## src/rtl/temp_i2c_reader.sv

```systemverilog
// Polling I2C master: periodically reads a 16-bit temperature word {MSB, LSB}
// from a fixed-address sensor and presents it with a one-cycle valid strobe.
module temp_i2c_reader #(
  parameter int         QDIV        = 250,
  parameter logic [6:0] DEV_ADDR    = 7'h4B,
  parameter int         POLL_CYCLES = 10_000_000
) (
  input  logic        clk,
  input  logic        rst_n,
  input  logic        sda_i,
  output logic        scl_oe,
  output logic        sda_oe,
  output logic [15:0] dout,
  output logic        dout_valid,
  output logic        busy,
  output logic        nack_err
);

  localparam int TICK_W = (QDIV > 1) ? $clog2(QDIV) : 1;
  localparam int WAIT_W = (POLL_CYCLES > 0) ? $clog2(POLL_CYCLES + 1) : 1;

  localparam logic [3:0] S_IDLE     = 4'd0;
  localparam logic [3:0] S_START    = 4'd1;
  localparam logic [3:0] S_ADDR     = 4'd2;
  localparam logic [3:0] S_ADDR_ACK = 4'd3;
  localparam logic [3:0] S_RD_MSB   = 4'd4;
  localparam logic [3:0] S_ACK_MSB  = 4'd5;
  localparam logic [3:0] S_RD_LSB   = 4'd6;
  localparam logic [3:0] S_NACK_LSB = 4'd7;
  localparam logic [3:0] S_STOP     = 4'd8;
  localparam logic [3:0] S_WAIT     = 4'd9;

  logic [TICK_W-1:0] tick_cnt;
  logic              tick;
  logic [WAIT_W-1:0] wait_cnt;
  logic              wait_done;
  logic              sda_meta;
  logic              sda_sync;

  logic [3:0] state,    state_n;
  logic [1:0] qtr,      qtr_n;
  logic [2:0] bit_cnt,  bit_cnt_n;
  logic [7:0] tx_shift, tx_shift_n;
  logic [7:0] rx_shift, rx_shift_n;
  logic [7:0] msb_byte, msb_byte_n;
  logic       ack_fail, ack_fail_n;
  logic       load_word;
  logic       nack_hit;
  logic       scl_oe_n;
  logic       sda_oe_n;
  logic       busy_n;

  // Quarter-period tick generator
  assign tick = (tick_cnt == TICK_W'(QDIV - 1));

  always_ff @(posedge clk or negedge rst_n) begin
    if (!rst_n) begin
      tick_cnt <= '0;
    end else if (tick) begin
      tick_cnt <= '0;
    end else begin
      tick_cnt <= tick_cnt + TICK_W'(1);
    end
  end

  // SDA is asynchronous to clk; the two-flop delay is far inside a quarter period
  always_ff @(posedge clk or negedge rst_n) begin
    if (!rst_n) begin
      sda_meta <= 1'b1;
      sda_sync <= 1'b1;
    end else begin
      sda_meta <= sda_i;
      sda_sync <= sda_meta;
    end
  end

  assign wait_done = (wait_cnt == WAIT_W'(POLL_CYCLES));

  always_ff @(posedge clk or negedge rst_n) begin
    if (!rst_n) begin
      wait_cnt <= '0;
    end else if (state != S_WAIT) begin
      wait_cnt <= '0;
    end else if (!wait_done) begin
      wait_cnt <= wait_cnt + WAIT_W'(1);
    end
  end

  // Bit engine: quarter q1->q2 tick samples SDA, q3->q0 tick ends the bit period
  always_comb begin
    state_n    = state;
    qtr_n      = qtr;
    bit_cnt_n  = bit_cnt;
    tx_shift_n = tx_shift;
    rx_shift_n = rx_shift;
    msb_byte_n = msb_byte;
    ack_fail_n = ack_fail;
    load_word  = 1'b0;
    nack_hit   = 1'b0;
    if (tick) begin
      case (state)
        S_IDLE: begin
          state_n    = S_START;
          qtr_n      = 2'd0;
          ack_fail_n = 1'b0;
        end
        S_WAIT: begin
          if (wait_done) begin
            state_n    = S_START;
            qtr_n      = 2'd0;
            ack_fail_n = 1'b0;
          end
        end
        default: begin
          qtr_n = qtr + 2'd1;
          if (qtr == 2'd1) begin
            if (state == S_ADDR_ACK) begin
              ack_fail_n = sda_sync;
            end else if (state == S_RD_MSB || state == S_RD_LSB) begin
              rx_shift_n = {rx_shift[6:0], sda_sync};
            end
          end
          if (qtr == 2'd3) begin
            case (state)
              S_START: begin
                state_n    = S_ADDR;
                bit_cnt_n  = 3'd7;
                tx_shift_n = {DEV_ADDR, 1'b1};
              end
              S_ADDR: begin
                if (bit_cnt == 3'd0) begin
                  state_n = S_ADDR_ACK;
                end else begin
                  bit_cnt_n  = bit_cnt - 3'd1;
                  tx_shift_n = {tx_shift[6:0], 1'b0};
                end
              end
              S_ADDR_ACK: begin
                if (ack_fail) begin
                  state_n  = S_STOP;
                  nack_hit = 1'b1;
                end else begin
                  state_n   = S_RD_MSB;
                  bit_cnt_n = 3'd7;
                end
              end
              S_RD_MSB: begin
                if (bit_cnt == 3'd0) begin
                  state_n    = S_ACK_MSB;
                  msb_byte_n = rx_shift;
                end else begin
                  bit_cnt_n = bit_cnt - 3'd1;
                end
              end
              S_ACK_MSB: begin
                state_n   = S_RD_LSB;
                bit_cnt_n = 3'd7;
              end
              S_RD_LSB: begin
                if (bit_cnt == 3'd0) begin
                  state_n = S_NACK_LSB;
                end else begin
                  bit_cnt_n = bit_cnt - 3'd1;
                end
              end
              S_NACK_LSB: state_n = S_STOP;
              S_STOP: begin
                state_n   = S_WAIT;
                load_word = !ack_fail;
              end
              default: state_n = S_IDLE;
            endcase
          end
        end
      endcase
    end
  end

  // Pad drives are decoded from the next state so they leave a flop glitch-free
  always_comb begin
    scl_oe_n = 1'b0;
    sda_oe_n = 1'b0;
    case (state_n)
      S_START: sda_oe_n = 1'b1;
      S_ADDR: begin
        scl_oe_n = ~qtr_n[1];
        sda_oe_n = ~tx_shift_n[7];
      end
      S_ADDR_ACK, S_RD_MSB, S_RD_LSB, S_NACK_LSB: scl_oe_n = ~qtr_n[1];
      S_ACK_MSB: begin
        scl_oe_n = ~qtr_n[1];
        sda_oe_n = 1'b1;
      end
      S_STOP: begin
        scl_oe_n = ~qtr_n[1];
        sda_oe_n = (qtr_n != 2'd3);
      end
      default: ;
    endcase
  end

  assign busy_n = (state_n >= S_START) && (state_n <= S_STOP);

  always_ff @(posedge clk or negedge rst_n) begin
    if (!rst_n) begin
      state      <= S_IDLE;
      qtr        <= 2'd0;
      bit_cnt    <= 3'd0;
      tx_shift   <= 8'h00;
      rx_shift   <= 8'h00;
      msb_byte   <= 8'h00;
      ack_fail   <= 1'b0;
      scl_oe     <= 1'b0;
      sda_oe     <= 1'b0;
      busy       <= 1'b0;
      dout       <= 16'h0000;
      dout_valid <= 1'b0;
      nack_err   <= 1'b0;
    end else begin
      state      <= state_n;
      qtr        <= qtr_n;
      bit_cnt    <= bit_cnt_n;
      tx_shift   <= tx_shift_n;
      rx_shift   <= rx_shift_n;
      msb_byte   <= msb_byte_n;
      ack_fail   <= ack_fail_n;
      scl_oe     <= scl_oe_n;
      sda_oe     <= sda_oe_n;
      busy       <= busy_n;
      dout_valid <= load_word;
      if (load_word) begin
        dout     <= {msb_byte, rx_shift};
        nack_err <= 1'b0;
      end else if (nack_hit) begin
        nack_err <= 1'b1;
      end
    end
  end

endmodule

```

## config.mk

```make
export PLATFORM = sky130hd
export DESIGN_NAME = temp_i2c_reader
export DESIGN_NICKNAME = d
export VERILOG_FILES = /design/src/rtl/temp_i2c_reader.sv
export SDC_FILE = /design/constraint.sdc
export NUM_CORES = 1
export LEC_CHECK = 0
export ABC_CLOCK_PERIOD_IN_PS = 3100
export CAP_MARGIN = 20
export CORE_MARGIN = 10
export CORE_UTILIZATION = 35
export DETAILED_ROUTE_END_ITERATION = 8
export HOLD_SLACK_MARGIN = 0.06
export PLACE_DENSITY = 0.53
export SLEW_MARGIN = 40
export SYNTH_ARGS = -nofsm -noshare
export SYNTH_HDL_FRONTEND = slang
export SYNTH_SLANG_ARGS = --single-unit
export TNS_END_PERCENT = 100
```

## constraint.sdc

```tcl
create_clock -name clk -period 3.1 [get_ports clk]
set_input_delay 0.62 -clock clk [delete_from_list [all_inputs] [get_ports clk]]
set_output_delay 0.62 -clock clk [all_outputs]
set_load 0.01 [all_outputs]
```

==> impl_results.md <==
* Syn_nets at 374
* Largest area contributor in the netlist: dfrtp_1
* Non-Filler Cell Area, Final at 0.00484 sq mm
* Final Net Count at 405
* DRT Pass-1 Iters at 5
* RD Place Congestion at 0.762
* Postcts setup bufs at 0
* Final wirelength at 7880 microns
* Hold Vio Cnt, Final at 0
* Unrepaired setup endpoints after global routing: false
* Max Transition Viols Final at 0
* FF-to-FF path depth at 5
* Diodes inserted at 0
* Io pins at 24
* DRC violations left at 0
* DRT iter0 DRCs at 165
* GRT Residual Overflow at 0
* Wire per inst at 14.5 microns
* Via-to-Cell Ratio at 5.03
* Synth top area cells: dfrtp_1, mux2_2, xor2_1, nor2_1, ha_1
* IO Port Bufs at 23
* Sequential Area at 0.00223 sq mm
* Top cell type's share of synthesized area at 52.3%
* Area occupied by multi-input gates at 0.00181 sq mm
* Final Critical Period at 2490 ps
* CP Data Required Time at 3320 ps
* Final core utilization at 42.0%
* Post-DP HPWL at 5510 microns
* Pwr/cell area at 468 mW/mm^2
* Vias in the first global route at 2776
* Root Driver: clkbuf_16
* Die W at 129 microns
* H-tree depth at 3
* Die Area at 0.0167 sq mm
* Slowest CP cell: nor3_2
* Worst-path clk slew at 70 ps
* RR Startpoint: qtr[0]$_DFF_PN0_
* Cts bufs inserted at 9
* Initial antenna violation count at 0
* Clock Tree Buf Depth at 2
* Crit start category: flip-flop
* Met2 Resource Use GR at 16.3%
* Hold WS at 242 ps
* Fillers at 1108
* Setup Viol. Count Final at 0
* CTS resizes at 0
* Hold buffers post-CTS at 0
* Critical Path End: msb_byte[7]$_DFFE_PN0P_
* Crit path DAT at 2700 ps
* Synth Register Bits at 89
* Leak at 2.13 nW
* Setup crit start: qtr[0]$_DFF_PN0_
* Worst min path class: in -> async
* GRT Total Usage at 10.2%
* Worst path max stage delay at 620 ps
* CTS tree: built
* FFs w/ async S/R, synth at 100%
* Vias at 2728
* Maximum vdd drop at 226 uV
* Worst path cell trace: ha_1 -> nand4_2 -> or2_1 -> nor3_2 -> mux2_2
* Global routing usage on met1 at 12.9%
* Die Y at 129 microns
* Slew at the pin closest to its max-slew limit at 693 ps
* Sum of negative setup slack at 0 ps
* Synth Area per Inst at 11.5 sq um
* Detail Route Antenna Nets at 0
* Ratio of cells with drive above 1 in the final layout at 18.5%
* Starting density of the core at 36.2%
* Synthesized area at 0.00417 sq mm
* Clock skew at 11.2 ps
* Area Growth Syn to Fin at 16.1%
* Met3 GRT Util at 2.37%
* Synth warnings at 0
* Crit Path Category: reg -> reg
* Grt peak-use layer: met2
* Placed instance area at 0.00454 sq mm
* Core ar. at 0.0115 sq mm
* Most common flop cell mapped by yosys: dfrtp_1
* R2R setup slack at 610 ps
* Reg2reg end: msb_byte[7]$_DFFE_PN0P_
* Status: finished, final reports clean
* Largest net degree at the start of global routing at 39
* First-pass GRT wire length at 13800 microns
* Max transition margin at 53.5%
* CP endpoint kind: flip-flop
* Critical path peak fanout at 8
* Netlist cell types at 58
* Number of synthesized flops with an enable pin at 0
* Seq/Total Area, Yosys at 53.5%
* Fmax at 402 MHz
* Clk sinks at 89
* Cells after Synth at 363
* Period utilisation layout at 80.2%
* Insertion delay of the later-clocked pin in the worst-skew pair at 340 ps
* Max Cap Viol at 0
* Row cnt at 39
==> sequential cells by signal (all words and copies together), names as in the netlist, 2 cells and up <==
signal and cells:
bit_cnt 3, dout 16, msb_byte 8, qtr 2, rx_shift 8, state 4
tick_cnt 8, tx_shift 8, wait_cnt 24
==> Yosys cell counts, drive strengths merged (5+ instances only) <==
master and number:
o31ai 6, xnor2 6, or2 5, dfrtp 87, nor3 8, nand2 23
a21oi 8, and3 9, mux2 34, ha 8, inv 13, nor2 45
buf 7, o21ai 12, nand3 14, xor2 19, nand4 7
==> kinds of logic (layout without fill, tap and decap cells) <==
logic type | Yosys count | count (layout) | synth area share, %
and+or+nand+nor | 136 | 136 | 17.7
DFF | 89 | 89 | 53.5
AOI/OAI and AO/OA | 47 | 47 | 8.32
muxes | 36 | 36 | 9.67
xor gates and xnor gates | 25 | 25 | 5.26
buffers and inverters | 22 | 58 | 3.09
adders and majority gates | 8 | 8 | 2.40
==> critical path: cells and delay by family, from the launching register on <==
kind | cells | cell delay (ps)
simple gates | 3 | 1170
flops | 1 | 440
mux | 1 | 400
fa+ha+maj | 1 | 350
==> where the power goes <==
group          internal (mW)  total, mW  switching, mW
sequential              1.16       1.16       0.000543
clock                  0.602       1.07          0.473
combinational        0.00441     0.0273         0.0229
total                   1.77       2.27          0.496
==> per-layer routing <==
layer  vias up  routed length [microns]  part of all wire [%]
met5         -                        0                     0
met2        21                     3810                    48
met3        11                      154                   2.0
met1      1357                     3780                    48
met4         0                      139                   1.8
li1       1339                        -                     -
==> worst min-delay path by stage <==
| stage | endpoint | cells after the start |
|---|---|---|
| after floorplan | ack_fail$_DFFE_PN0P_ | 0 |
| after global placement | sda_sync$_DFF_PN1_ | 0 |
| after global routing | tx_shift[2]$_DFFE_PN0P_ | 1 |
| after detailed placement | sda_sync$_DFF_PN1_ | 0 |
| final | tx_shift[3]$_DFFE_PN0P_ | 1 |
| after CTS | tx_shift[2]$_DFFE_PN0P_ | 1 |
==> through the flow <==
stage | setup WS [ps] | std cells | power [mW]
after floorplan | 908 | 363 | 1.19
after global placement | 654 | 526 | 1.21
after detailed placement | 612 | 526 | 1.22
after CTS | 601 | 542 | 2.31
after global routing | 443 | 542 | 2.35
final | 615 | 542 | 2.27
==> layout make-up <==
cell class	instances	area share, %
Timing Repair Buffer	29	5.64
Inverter	13	1.01
Multi-Input combinational cell	252	37.4
Tap cell	143	3.70
Sequential cell	89	46.1
Clock buffer	11	5.23
Clock inverter	5	0.957
==> cells in the final DEF (no fill, tap or decap), types with 9 or more instances in the layout <==
cell type	n
dfrtp_1	87
nor2_1	44
mux2_2	34
nand2_1	23
clkdlybuf4s50_1	22
xor2_1	19
nand3_1	14
inv_1	13
o21ai_0	12
and3_1	9
clkbuf_16	9
Note: power is estimated with default switching activity, not from simulation.
